**src/rtl/gpio_bus_master.sv**
```systemverilog
// Bus master that turns single commands into GPIO register accesses: write, read,
// and read-modify-write set-bits / clear-bits, with one command in flight at a time.
module gpio_bus_master #(
  parameter  int NUM_GPIO_SETS = 4,
  parameter  int GPIO_WIDTH    = 8,
  localparam int AW            = $clog2(NUM_GPIO_SETS) + 1,
  localparam int SW            = (NUM_GPIO_SETS > 1) ? $clog2(NUM_GPIO_SETS) : 1
) (
  input  logic                  clk,
  input  logic                  rst,
  input  logic                  cmd_valid,
  output logic                  cmd_ready,
  input  logic [1:0]            cmd_op,
  input  logic                  cmd_reg,
  input  logic [SW-1:0]         cmd_set,
  input  logic [GPIO_WIDTH-1:0] cmd_data,
  output logic                  rsp_valid,
  input  logic                  rsp_ready,
  output logic [GPIO_WIDTH-1:0] rsp_data,
  output logic                  rsp_err,
  output logic [AW-1:0]         gpio_addr,
  output logic [GPIO_WIDTH-1:0] gpio_wr_data,
  output logic                  gpio_wr_en,
  output logic                  gpio_rd_en,
  input  logic [GPIO_WIDTH-1:0] gpio_rd_data
);

  localparam logic [1:0]  OP_WRITE  = 2'b00;
  localparam logic [1:0]  OP_READ   = 2'b01;
  localparam logic [1:0]  OP_SET    = 2'b10;
  localparam logic [1:0]  OP_CLR    = 2'b11;
  localparam logic [SW:0] SET_LIMIT = (SW + 1)'(NUM_GPIO_SETS);

  typedef enum logic [2:0] {
    IDLE    = 3'd0,
    RD      = 3'd1,
    RD_WAIT = 3'd2,
    WR      = 3'd3,
    RESP    = 3'd4
  } state_t;

  state_t                  state_r;
  logic [1:0]              op_r;
  logic [GPIO_WIDTH-1:0]   mask_r;
  logic                    cmd_ready_r;
  logic                    rsp_valid_r;
  logic [GPIO_WIDTH-1:0]   rsp_data_r;
  logic                    rsp_err_r;
  logic [AW-1:0]           gpio_addr_r;
  logic [GPIO_WIDTH-1:0]   gpio_wr_data_r;
  logic                    gpio_wr_en_r;
  logic                    gpio_rd_en_r;

  logic [SW:0]             addr_full_s;
  logic                    in_range_s;

  function automatic logic [GPIO_WIDTH-1:0] rmw_value(
    input logic [1:0]            op,
    input logic [GPIO_WIDTH-1:0] cur,
    input logic [GPIO_WIDTH-1:0] mask
  );
    logic [GPIO_WIDTH-1:0] result;
    case (op)
      OP_SET:  result = cur | mask;
      OP_CLR:  result = cur & ~mask;
      default: result = cur;
    endcase
    return result;
  endfunction

  // The set index is widened by one bit so a power-of-two set count compares correctly.
  assign addr_full_s = {cmd_set, cmd_reg};
  assign in_range_s  = ({1'b0, cmd_set} < SET_LIMIT);

  // Command sequencer: all bus strobes and response fields are registered here.
  always_ff @(posedge clk or negedge rst) begin
    if (!rst) begin
      state_r        <= IDLE;
      op_r           <= 2'b00;
      mask_r         <= '0;
      cmd_ready_r    <= 1'b0;
      rsp_valid_r    <= 1'b0;
      rsp_data_r     <= '0;
      rsp_err_r      <= 1'b0;
      gpio_addr_r    <= '0;
      gpio_wr_data_r <= '0;
      gpio_wr_en_r   <= 1'b0;
      gpio_rd_en_r   <= 1'b0;
    end else begin
      case (state_r)
        IDLE: begin
          gpio_wr_en_r <= 1'b0;
          gpio_rd_en_r <= 1'b0;
          if (!cmd_ready_r) begin
            cmd_ready_r <= 1'b1;
          end else if (cmd_valid) begin
            cmd_ready_r <= 1'b0;
            op_r        <= cmd_op;
            mask_r      <= cmd_data;
            gpio_addr_r <= addr_full_s[AW-1:0];
            if (!in_range_s) begin
              state_r     <= RESP;
              rsp_valid_r <= 1'b1;
              rsp_err_r   <= 1'b1;
              rsp_data_r  <= '0;
            end else if (cmd_op == OP_WRITE) begin
              state_r        <= WR;
              rsp_err_r      <= 1'b0;
              gpio_wr_en_r   <= 1'b1;
              gpio_wr_data_r <= cmd_data;
            end else begin
              state_r      <= RD;
              rsp_err_r    <= 1'b0;
              gpio_rd_en_r <= 1'b1;
            end
          end else begin
            state_r <= IDLE;
          end
        end
        RD: begin
          gpio_rd_en_r <= 1'b0;
          state_r      <= RD_WAIT;
        end
        // Read data arrives the cycle after the read strobe and is used right away.
        RD_WAIT: begin
          if (op_r == OP_READ) begin
            state_r     <= RESP;
            rsp_valid_r <= 1'b1;
            rsp_data_r  <= gpio_rd_data;
          end else begin
            state_r        <= WR;
            gpio_wr_en_r   <= 1'b1;
            gpio_wr_data_r <= rmw_value(op_r, gpio_rd_data, mask_r);
          end
        end
        WR: begin
          gpio_wr_en_r <= 1'b0;
          state_r      <= RESP;
          rsp_valid_r  <= 1'b1;
          rsp_data_r   <= gpio_wr_data_r;
        end
        RESP: begin
          if (rsp_ready) begin
            rsp_valid_r <= 1'b0;
            cmd_ready_r <= 1'b1;
            state_r     <= IDLE;
          end else begin
            state_r <= RESP;
          end
        end
        default: begin
          state_r      <= IDLE;
          cmd_ready_r  <= 1'b0;
          rsp_valid_r  <= 1'b0;
          gpio_wr_en_r <= 1'b0;
          gpio_rd_en_r <= 1'b0;
        end
      endcase
    end
  end

  assign cmd_ready    = cmd_ready_r;
  assign rsp_valid    = rsp_valid_r;
  assign rsp_data     = rsp_data_r;
  assign rsp_err      = rsp_err_r;
  assign gpio_addr    = gpio_addr_r;
  assign gpio_wr_data = gpio_wr_data_r;
  assign gpio_wr_en   = gpio_wr_en_r;
  assign gpio_rd_en   = gpio_rd_en_r;

endmodule

```
**config.mk**
```make
export PLATFORM = sky130hd
export DESIGN_NAME = gpio_bus_master
export DESIGN_NICKNAME = d
export VERILOG_FILES = /design/src/rtl/gpio_bus_master.sv
export SDC_FILE = /design/constraint.sdc
export NUM_CORES = 1
export LEC_CHECK = 0
export ABC_CLOCK_PERIOD_IN_PS = 2740
export BUFFER_PORTS_ARGS = -buffer_cell sky130_fd_sc_hd__clkbuf_2
export CAP_MARGIN = 20
export CORE_UTILIZATION = 51
export DETAILED_ROUTE_END_ITERATION = 10
export PLACE_DENSITY = 0.8
export SLEW_MARGIN = 20
export SYNTH_ARGS = -nofsm -noshare
export SYNTH_HDL_FRONTEND = slang
export SYNTH_SLANG_ARGS = --single-unit
```
**constraint.sdc**
```tcl
create_clock -name clk -period 2.74 [get_ports clk]
set_clock_uncertainty 0.15 [all_clocks]
set_input_delay 0.548 -clock clk [delete_from_list [all_inputs] [get_ports clk]]
set_output_delay 0.548 -clock clk [all_outputs]
set_load 0.05 [all_outputs]
```
* Word-level counts from Yosys, hierarchy flattened
Index checks and enable logic that the tools add are counted.
Word-level totals: register bits 36, bits in latches 0, memory bits (writable) 0, bits in read-only memories 0, bits of input ports 25, memories 0
Operators by class: add/subtract/negate cells 0, multipliers 0, divide/modulo/power cells 0, order comparisons 0, eq/ne operators 13, shift-type cells 0, mux-type cells 30, bitwise gates (word level) 6, reduce and logical (&&, ||, !) cells 14
Operators with widths (number):
- 8-bit one-hot mux with 2 select lines | 3
- 8-bit 2-to-1 mux | 5
- 3-bit one-hot mux with 5 select lines | 1
- 1-bit 2-to-1 mux | 12
- 3-bit 2-to-1 mux | 4
- 2-bit != test (second input constant) | 6
- 8-bit AND | 1
- 8-bit NOT | 1
- 8-bit OR | 1
- 3-bit by 2-bit equality test with 1-bit output (second input constant) | 2
- 1-bit one-hot mux with 3 select lines | 2
- 2-bit AND reduction | 3
- 3-bit AND reduction | 2
- 3-bit OR reduction | 2
- 5-bit AND reduction | 1
- 2-bit equality test (second input constant) | 2
- 1-bit one-hot mux with 4 select lines | 1
- 2-bit nonzero test | 2
- 2-bit OR reduction | 2
- 3-bit by 1-bit equality test with 1-bit output (second input constant) | 1
- 3-bit equality test (second input constant) | 1
- 3-bit zero test | 1
- 1-bit NOT | 3
- 2-bit by 1-bit equality test with 1-bit output (second input constant) | 1
- other kinds (3) | 3

* Logic depth before layout (Yosys ltp)
Gate-level depths: netlist (run 1).
depth after elaboration 5, gate-level depth with buffers 7, gate-level depth less buffers 4

* Worst setup path after synthesis (run 1)
Ideal clock, no wire load.
kind reg2reg, from register cmd_ready_r (netlist: cmd_ready), to register gpio_wr_data_r[7] (netlist: gpio_wr_data[7]), library setup time 125 ps, data arrival time 1751 ps, required time 2465 ps, setup slack 714 ps, stages on the path, launching flop included 6, path buffers 1, clock period less this slack 2026 ps, cells stage by stage dfrtp_1 -> nand3b_1 -> nand2b_1 -> a211oi_1 -> buf_2 -> mux2_2
Between the ends: longest elaborated chain between the ends 2
RTL lines:
- start: declaration | line 45 | logic cmd_ready_r;
- start signal: assignment | line 81 | cmd_ready_r <= 1'b0;
- start signal: assignment | line 95 | cmd_ready_r <= 1'b1;
- start signal: assignment | line 97 | cmd_ready_r <= 1'b0;
- 2-bit != test (no source line)
- 5-bit AND reduction (no source line)
- end signal: assignment | line 110 | gpio_wr_data_r <= cmd_data;
- end signal: assignment | line 133 | gpio_wr_data_r <= rmw_value(op_r, gpio_rd_data, mask_r);
- end: declaration | line 50 | logic [GPIO_WIDTH-1:0] gpio_wr_data_r;
No other way between the ends. A chain may end at the register's enable or synchronous reset.

* Worst setup path in the final report (run 1)
from register state_r[1], to register gpio_wr_data_r[1] (netlist: gpio_wr_data[1])
Between the ends: longest elaborated chain between the ends 3
RTL lines:
- start: declaration | line 42 | state_t state_r;
- start signal: assignment | line 78 | state_r <= IDLE;
- start signal: assignment | line 102 | state_r <= RESP;
- start signal: assignment | line 107 | state_r <= WR;
- 3-bit by 2-bit equality test with 1-bit output / 3-bit zero test (equally long branches) | line 90 | case (state_r)
- 2-bit != test (no source line) / 2-bit nonzero test (equally long branches)
- 5-bit AND reduction (no source line)
Several ways; a longest one is shown, not always the timed one.

==> impl_metrics.json, run 1 <==
{
  "status": "completed",
  "r2r-start": "state_r[1]",
  "syn_area_sq_um": 1740,
  "synth_async_sr_flop_share": 1.00,
  "tightest_slew_ns": 0.880,
  "met3WireLength_um": 259,
  "r2r_cells": 5,
  "first_global_vias": 1406,
  "antenna_left": 0,
  "grt_pass1_wl_mm": 6.40,
  "layout_commonest_cell": "clkbuf_2",
  "cp-start-kind": "flip-flop",
  "final_util": 0.647,
  "critPathMaxFanout": 9,
  "pin_count": 49,
  "cts_tree": "built",
  "clk_pin_slew_ns": 0.10,
  "dr_wl_met2_mm": 1.89,
  "initial_core_util": 0.553,
  "ys.flop_type": "dfrtp_1",
  "cp_data_arrival_time_ns": 2.24,
  "ir_worst_vdd_uv": 696,
  "highest_layer": "met4",
  "postCtsSetupBuffers": 0,
  "place_hpwl_mm": 2.74,
  "power_density_nw_per_um2": 1430,
  "dieHeight_um": 60.5,
  "grt_usage": 0.242,
  "cts.sinks": 36,
  "antenna_cells": 0,
  "synth_edf_count": 0,
  "layout-drive-gt1-share": 0.350,
  "syn_inst": 162,
  "synthesis.nets": 187,
  "crit_type": "reg -> reg",
  "ff2ff_setup_slack_ns": 0.61,
  "relSlewSlack": 0.414,
  "first_iter_violations": 53,
  "clockBufferDepth": 2,
  "slew_violations": 0,
  "final_nets": 230,
  "dr.pass1.iters": 4,
  "dieArea_sq_um": 3660,
  "hp-class": "in -> async",
  "post_dp_cell_area_sq_um": 1980,
  "path_buf_inv": 1,
  "fmax_mhz": 469,
  "p_leak_nw": 1.01,
  "rows": 20,
  "min_period_over_period": 0.779,
  "final_cell_mix": "clkbuf_2, dfrtp_1, a21oi_1",
  "fillers": 280,
  "htree_levels": 2,
  "synth_area_per_cell_sq_um": 10.8,
  "die_x_um": 60.5,
  "min_period_ns": 2.13,
  "routed_wl_mm": 3.86,
  "cp_top_family": "compound AO/OA/AOI/OAI gates",
  "max_stage_delay_ns": 0.52,
  "cts_hold_buf": 0,
  "maxCapViolCount": 0,
  "final_area_sq_um": 2040,
  "rsz0062_at_grt": "no",
  "crit_required_ns": 2.85,
  "setup_viol": 0,
  "gp_congestion": 0.886,
  "totalNegativeSetupSlack_ns": 0,
  "drc": 0,
  "cts-root-buf": "clkbuf_4",
  "seq_area_frac_synth": 0.516,
  "met1Wirelength_mm": 1.64,
  "antenna_found_initial": 0,
  "hold_slack_ns": 0.162,
  "numCtsBuffers": 5,
  "synth.distinct_cells": 27,
  "vias": 1391,
  "post_cts_resized": 0,
  "wire_per_inst_um": 15.4,
  "synth_seq_cells": 36,
  "grt-ovfl-total": 0,
  "worstSkewPairLatency_ns": 0.34,
  "hold_violations": 0,
  "via_per_inst": 5.56,
  "grt_max_degree": 37,
  "io_buffers": 47,
  "syn2layout_area_growth_pct": 17.0,
  "slowest_stage": "a211oi_2",
  "setup.worst_path.end_class": "flip-flop",
  "r2r_end": "gpio_wr_data[1]",
  "crit_chain": "nand3b_1 > nand2b_1 > a211oi_2 > buf_4 > mux2i_1",
  "ys.warnings.count": 0,
  "core_area_sq_um": 3150
}
==> sequential cells by signal, summed over array words and instances, names as in the netlist <==
signal        cells
state_r           3
cmd_ready         1
rsp_valid         1
op_r              2
rsp_data          8
gpio_addr         3
mask_r            8
gpio_rd_en        1
gpio_wr_en        1
gpio_wr_data      8
==> per-stage QoR <==
stage | power [W] | setup slack, ns | instances
floorplan | 0.00227 | 0.714 | 162
global placement | 0.00257 | 0.647 | 242
detailed placement | 0.00264 | 0.574 | 242
CTS | 0.00294 | 0.597 | 250
global route | 0.00311 | 0.492 | 250
finish | 0.00292 | 0.606 | 250
==> Yosys cell counts (3+ instances only) <==
master,number,area [sq um]
nand2_1,3,11.3
clkbuf_1,6,22.5
dfrtp_1,36,901
mux2_2,14,158
mux2i_1,16,160
a21oi_1,25,125
buf_2,4,20.0
nor2_1,10,37.5
o21ai_0,7,35.0
nand2b_1,3,18.8
a311oi_1,7,61.3
inv_1,10,37.5
==> layout make-up <==
class / count / area [sq um] / area share
inverters: 10 / 37.5 / 0.0184
multi-input cells: 102 / 731 / 0.358
repair buffers: 50 / 258 / 0.126
clock buffers: 8 / 58.8 / 0.0288
flip-flops and latches: 36 / 901 / 0.441
well taps: 44 / 55.1 / 0.0270
==> report_power, final <==
part           internal [W]  switching [W]  total (W)
Combinational      0.000517        0.00108    0.00159
Clock              0.000127       0.000164   0.000291
Sequential         0.000799       0.000237    0.00104
Total               0.00144        0.00148    0.00292
==> per-layer routing <==
metal / vias to the layer above / track usage
met4: 0 / 0.127
met3: 10 / 0.0597
li1: 661 / -
met2: 64 / 0.394
met5: - / 0
met1: 656 / 0.299
==> cells by family after synthesis <==
| group | share of synthesized area |
|---|---|
| buffers and inverters | 0.0674 |
| other | 0.00215 |
| AO/OA/AOI/OAI | 0.162 |
| flip-flops | 0.516 |
| multiplexers | 0.182 |
| AND/OR/NAND/NOR | 0.0696 |
==> worst max path at each step <==
stage                    start              end  slack [ns]  cells past startpoint
global route        state_r[1]  gpio_wr_data[1]        0.49                      5
CTS                 state_r[1]  gpio_wr_data[1]        0.60                      5
finish              state_r[1]  gpio_wr_data[1]        0.61                      5
global placement     cmd_op[1]  gpio_wr_data[2]        0.65                      6
floorplan            cmd_ready  gpio_wr_data[7]        0.71                      5
detailed placement   cmd_op[0]  gpio_wr_data[1]        0.57                      6
Note: power is estimated with default switching activity, not from simulation.
==> inputs of run 2 (changes only) <==
--- a/config.mk
+++ b/config.mk
@@ -5,12 +5,12 @@
 export SDC_FILE = /design/constraint.sdc
 export NUM_CORES = 1
 export LEC_CHECK = 0
-export ABC_CLOCK_PERIOD_IN_PS = 2740
+export ABC_CLOCK_PERIOD_IN_PS = 1900
 export BUFFER_PORTS_ARGS = -buffer_cell sky130_fd_sc_hd__clkbuf_2
 export CAP_MARGIN = 20
-export CORE_UTILIZATION = 51
+export CORE_UTILIZATION = 46
 export DETAILED_ROUTE_END_ITERATION = 10
-export PLACE_DENSITY = 0.8
+export PLACE_DENSITY = 0.77
 export SLEW_MARGIN = 20
 export SYNTH_ARGS = -nofsm -noshare
 export SYNTH_HDL_FRONTEND = slang
==> constraint.sdc (replaced) <==
create_clock -name clk -period 1.9 [get_ports clk]
set_clock_uncertainty 0.15 [all_clocks]
set_input_delay 0.38 -clock clk [delete_from_list [all_inputs] [get_ports clk]]
set_output_delay 0.38 -clock clk [all_outputs]
set_load 0.05 [all_outputs]
==> run 2 against run 1 <==
Against the previous run:
- clock-buffer cell count is 1 lower
- first-iteration DRC count rose by 17%
- total power is 57% higher
- worst setup slack worse by 0.48 ns
- routed wire length shrank 5.2%
- clock power rose to 2.5 times the previous value
- design area grew 8.2%
- register-to-register slack got worse by 0.48 ns
- critical path depth did not move
- flip-flop and latch count did not move
- via count increased by 1.2%
- critical path type unchanged
==> impl_metrics.json, run 2 (synthesized netlist as in run 1, its figures left out) <==
{
  "grt-ovfl-total": 0,
  "io_buffers": 47,
  "layout_commonest_cell": "clkbuf_2",
  "hold_violations": 0,
  "maxCapViolCount": 0,
  "cp_top_family": "flip-flops",
  "totalNegativeSetupSlack_ns": 0,
  "drc": 0,
  "cts-root-buf": "clkbuf_8",
  "place_hpwl_mm": 2.67,
  "die_x_um": 63.6,
  "crit_required_ns": 1.96,
  "min_period_ns": 1.78,
  "via_per_inst": 5.29,
  "path_buf_inv": 1,
  "cts_tree": "built",
  "clockBufferDepth": 2,
  "hold_slack_ns": 0.170,
  "setup_viol": 0,
  "power_density_nw_per_um2": 2080,
  "syn2layout_area_growth_pct": 26.5,
  "clk_pin_slew_ns": 0.07,
  "postCtsSetupBuffers": 0,
  "crit_type": "reg -> reg",
  "first_iter_violations": 62,
  "antenna_cells": 0,
  "rsz0062_at_grt": "no",
  "first_global_vias": 1372,
  "cts_hold_buf": 1,
  "status": "completed",
  "hp-class": "in -> reg",
  "dieArea_sq_um": 4040,
  "worstSkewPairLatency_ns": 0.28,
  "dieHeight_um": 63.6,
  "final_cell_mix": "clkbuf_2, dfrtp_1, a21oi_1",
  "antenna_left": 0,
  "htree_levels": 2,
  "initial_core_util": 0.476,
  "wire_per_inst_um": 13.8,
  "routed_wl_mm": 3.66,
  "dpl_worst_slack_ns": 0.123,
  "critPathMaxFanout": 5,
  "ir_worst_vdd_uv": 1140,
  "grt_pass1_wl_mm": 6.20,
  "pin_count": 49,
  "vias": 1407,
  "cts.sinks": 36,
  "fin_ws_ns": 0.124,
  "layout-drive-gt1-share": 0.394,
  "p_leak_nw": 1.10,
  "slew_violations": 0,
  "crit_chain": "nand3b_1 > nand2b_1 > a211oi_2 > buf_4 > mux2i_1",
  "core_area_sq_um": 3660,
  "rows": 22,
  "antenna_found_initial": 0,
  "numCtsBuffers": 5,
  "relSlewSlack": 0.588,
  "grt_usage": 0.202,
  "tightest_slew_ns": 0.618,
  "min_period_over_period": 0.935,
  "dr.pass1.iters": 4,
  "grt_max_degree": 26,
  "setup.worst_path.end_class": "flip-flop",
  "fmax_mhz": 563,
  "cp-start-kind": "flip-flop",
  "gp_congestion": 0.768,
  "final_nets": 242,
  "slowest_stage": "dfrtp_1",
  "max_stage_delay_ns": 0.41,
  "cp_data_arrival_time_ns": 1.83,
  "post_cts_resized": 0
}
## run 2: power by group
| part | total (W) | switching (W) | leakage [nW] | internal [W] |
|---|---|---|---|---|
| clock network | 0.000735 | 0.000272 | 0.0645 | 0.000463 |
| logic | 0.00244 | 0.00160 | 0.613 | 0.000838 |
| registers | 0.00142 | 0.000260 | 0.421 | 0.00116 |
## run 2: final timing paths
path,start,end,slack (ns),cells past startpoint
worst min-delay path,rsp_ready,state_r[2],0.17,2
min in group asynchronous,rst,rsp_data[2],0.49,2
max in group asynchronous,rst,mask_r[6],0.57,3
worst min register to register,gpio_wr_en,gpio_wr_en,0.34,1
worst max register to register,state_r[1],gpio_wr_data[0],0.12,5
worst max-delay path,state_r[1],gpio_wr_data[0],0.12,5
## run 2: worst reg2reg max path, delay by kind of cell, from the launching register on
family / cells / cell delay [ns]
compound gates: 1 / 0.32
mux: 1 / 0.20
buf+inv: 1 / 0.23
flops: 1 / 0.41
simple gates: 2 / 0.40
## run 2: layout make-up
| cell class | count | area [sq um] |
|---|---|---|
| clock buffer | 7 | 96.3 |
| tap | 48 | 60.1 |
| fill | 321 | 1450 |
| multi-input combinational | 102 | 731 |
| inverter | 10 | 37.5 |
| clock inverter | 1 | 30.0 |
| sequential | 36 | 902 |
| timing repair buffer | 62 | 350 |
## run 2: per-layer routing
layer  GRT usage  wire length, um  share of wire  vias up
met5           0                0              0        -
met4      0.0938               53          0.014        0
met3      0.0399              128          0.035        5
met2       0.319             1750           0.48       28
met1       0.265             1730           0.47      698
li1            -                -              -      676
## run 2: stage by stage
stage          area (sq um)  utilization  std cells  power (W)
6_report               2210        0.603        266    0.00460
5_1_grt                2210        0.603        266    0.00488
4_1_cts                2210        0.603        266    0.00463
3_5_place_dp           2070        0.566        257    0.00388
3_3_place_gp           2070        0.566        257    0.00383
2_1_floorplan          1750            -        162    0.00327
==> inputs of run 3 (changes only) <==
--- a/config.mk
+++ b/config.mk
@@ -5,12 +5,14 @@
 export SDC_FILE = /design/constraint.sdc
 export NUM_CORES = 1
 export LEC_CHECK = 0
+export ABC_AREA = 1
 export ABC_CLOCK_PERIOD_IN_PS = 1900
 export BUFFER_PORTS_ARGS = -buffer_cell sky130_fd_sc_hd__clkbuf_2
 export CAP_MARGIN = 20
-export CORE_UTILIZATION = 46
+export CORE_UTILIZATION = 47
 export DETAILED_ROUTE_END_ITERATION = 10
 export PLACE_DENSITY = 0.77
+export SETUP_SLACK_MARGIN = 0.02
 export SLEW_MARGIN = 20
 export SYNTH_ARGS = -nofsm -noshare
 export SYNTH_HDL_FRONTEND = slang
==> run 3 against run 2 <==
Against the previous run:
- routed wire length increased by 14%
- fmax increased by 13%
- register-to-register slack improved by 0.21 ns
- clock power decreased by 22%
- critical path type unchanged
- non-clock buffer count decreased by 9
- design area increased by 2.5%
- sequential share of layout area decreased by 1.0 points
- die area increased by 6.3%
- worst hold slack got worse by 0.037 ns
==> impl_metrics.json, run 3 <==
{
  "cts_tree": "built",
  "wire_per_inst_um": 11.4,
  "cp_data_arrival_time_ns": 1.60,
  "synth_seq_cells": 36,
  "min_period_ns": 1.57,
  "status": "completed",
  "p_leak_nw": 1.34,
  "antenna_cells": 0,
  "ir_worst_vdd_uv": 807,
  "initial_core_util": 0.503,
  "drc": 0,
  "pin_count": 49,
  "crit_required_ns": 1.94,
  "clockBufferDepth": 2,
  "antenna_found_initial": 0,
  "io_buffers": 47,
  "fin_ws_ns": 0.332,
  "final_area_sq_um": 2260,
  "layout_commonest_cell": "nand2_1",
  "synth_top_area_frac": 0.475,
  "rsz0062_at_grt": "no",
  "vias": 1804,
  "slew_violations": 0,
  "synth_area_leaders": "dfrtp_1, nand2_1, nand3_1",
  "routed_wl_mm": 4.18,
  "fillers": 354,
  "clk_pin_slew_ns": 0.07,
  "synthesis.nets": 293,
  "grt_max_degree": 37,
  "hp-class": "in -> reg",
  "first_iter_violations": 144,
  "ys.warnings.count": 0,
  "dr.pass1.iters": 4,
  "die_x_um": 65.6,
  "min_period_over_period": 0.825,
  "setup.worst_path.end_class": "flip-flop",
  "gp_congestion": 0.844,
  "layout-drive-gt1-share": 0.229,
  "worstSkewPairLatency_ns": 0.29,
  "dieArea_sq_um": 4300,
  "grt_usage": 0.231,
  "crit_type": "reg -> reg",
  "antenna_left": 0,
  "synth.distinct_cells": 20,
  "power_density_nw_per_um2": 1940,
  "cts.sinks": 36,
  "first_global_vias": 1718,
  "fmax_mhz": 638,
  "core_area_sq_um": 3770,
  "maxCapViolCount": 0,
  "synth_edf_count": 0,
  "yosysMostFrequentCell": "nand2_1",
  "ys.flop_type": "dfrtp_1",
  "post_dp_cell_area_sq_um": 2160,
  "seq_area_frac_synth": 0.475,
  "htree_levels": 2,
  "grt-ovfl-total": 0,
  "grt_pass1_wl_mm": 7.42,
  "yosysTopAreaCell": "dfrtp_1",
  "dieHeight_um": 65.6,
  "cts-root-buf": "clkbuf_8",
  "totalNegativeSetupSlack_ns": 0,
  "critPathMaxFanout": 10,
  "synth_common_cells": "nand2_1, dfrtp_1, nand3_1, inv_1, nor2_1",
  "cp-start-kind": "flip-flop",
  "rows": 22,
  "final_cell_mix": "nand2_1, clkbuf_2, dfrtp_1",
  "syn_area_sq_um": 1900,
  "hold_violations": 0,
  "synth_area_per_cell_sq_um": 7.08,
  "via_per_inst": 4.92,
  "numCtsBuffers": 5,
  "dpl_worst_slack_ns": 0.344,
  "final_nets": 343,
  "syn_inst": 268,
  "synth_async_sr_flop_share": 1.00,
  "setup_viol": 0,
  "syn2layout_area_growth_pct": 19.2,
  "place_hpwl_mm": 3.12
}
==> run 3: kinds of logic (layout without fill, tap and decap cells) <==
kind of cell | count (synthesis) | count (layout) | share of synthesized area
buffers and inverters | 28 | 79 | 0.0732
AND/OR/NAND/NOR | 189 | 189 | 0.409
flip-flops | 36 | 36 | 0.475
AO/OA/AOI/OAI | 14 | 14 | 0.0415
other | 1 | 1 | 0.00198
==> run 3: metal layers <==
| layer | GRT usage | vias to the layer above | share of wire |
|---|---|---|---|
| met5 | 0 | - | 0 |
| met4 | 0.0951 | 0 | 0.013 |
| met3 | 0.0556 | 4 | 0.044 |
| met2 | 0.394 | 41 | 0.48 |
| met1 | 0.276 | 839 | 0.46 |
| li1 | - | 920 | - |
==> run 3: cell type report <==
cell class | instances | area [sq um] | area share
clock buffers | 6 | 82.6 | 0.0365
multi-input cells | 204 | 858 | 0.379
inverters | 18 | 67.6 | 0.0299
repair buffers | 53 | 283 | 0.125
well taps | 48 | 60.1 | 0.0265
clock inverters | 2 | 10.0 | 0.00442
flip-flops and latches | 36 | 901 | 0.398
==> run 3: worst paths after layout <==
path                               from            to  slack [ns]  depth (start not counted)
setup reg to reg                op_r[0]   rsp_data[3]        0.33                          6
hold / removal               cmd_set[1]  gpio_addr[2]        0.13                          3
max in group asynchronous           rst     mask_r[5]        0.76                          3
min in group asynchronous           rst    gpio_rd_en        0.51                          3
setup / recovery                op_r[0]   rsp_data[3]        0.33                          6
hold reg to reg            gpio_addr[0]  gpio_addr[0]        0.33                          2
==> run 3: repair_timing <==
item                       4_1_cts  5_1_grt
resized for setup                0        0
setup endpoints to repair        0        0
setup buffers                    0        0
hold buffers                     1        0
hold endpoints to repair        36        0
==> run 3: metrics by stage <==
stage	instances	power, W	hold slack [ns]	utilization
floorplan	268	0.00333	-0.0656	-
global placement	358	0.00381	0.303	0.573
detailed placement	358	0.00384	0.302	0.573
CTS	367	0.00442	0.134	0.600
global route	367	0.00477	0.140	0.600
finish	367	0.00440	0.133	0.600
==> run 3: critical path, stage by stage, from the launching register on <==
cell and delay (ns):
dfrtp_1 0.49, inv_1 0.13, nor2_2 0.05, o21ai_2 0.35
inv_2 0.14, nand2_1 0.10, nand2_1 0.05
==> run 3: power by group <==
part | switching (W) | internal, W | total [W]
Sequential | 0.000320 | 0.00114 | 0.00146
Combinational | 0.00176 | 0.000613 | 0.00237
Clock | 0.000281 | 0.000289 | 0.000571
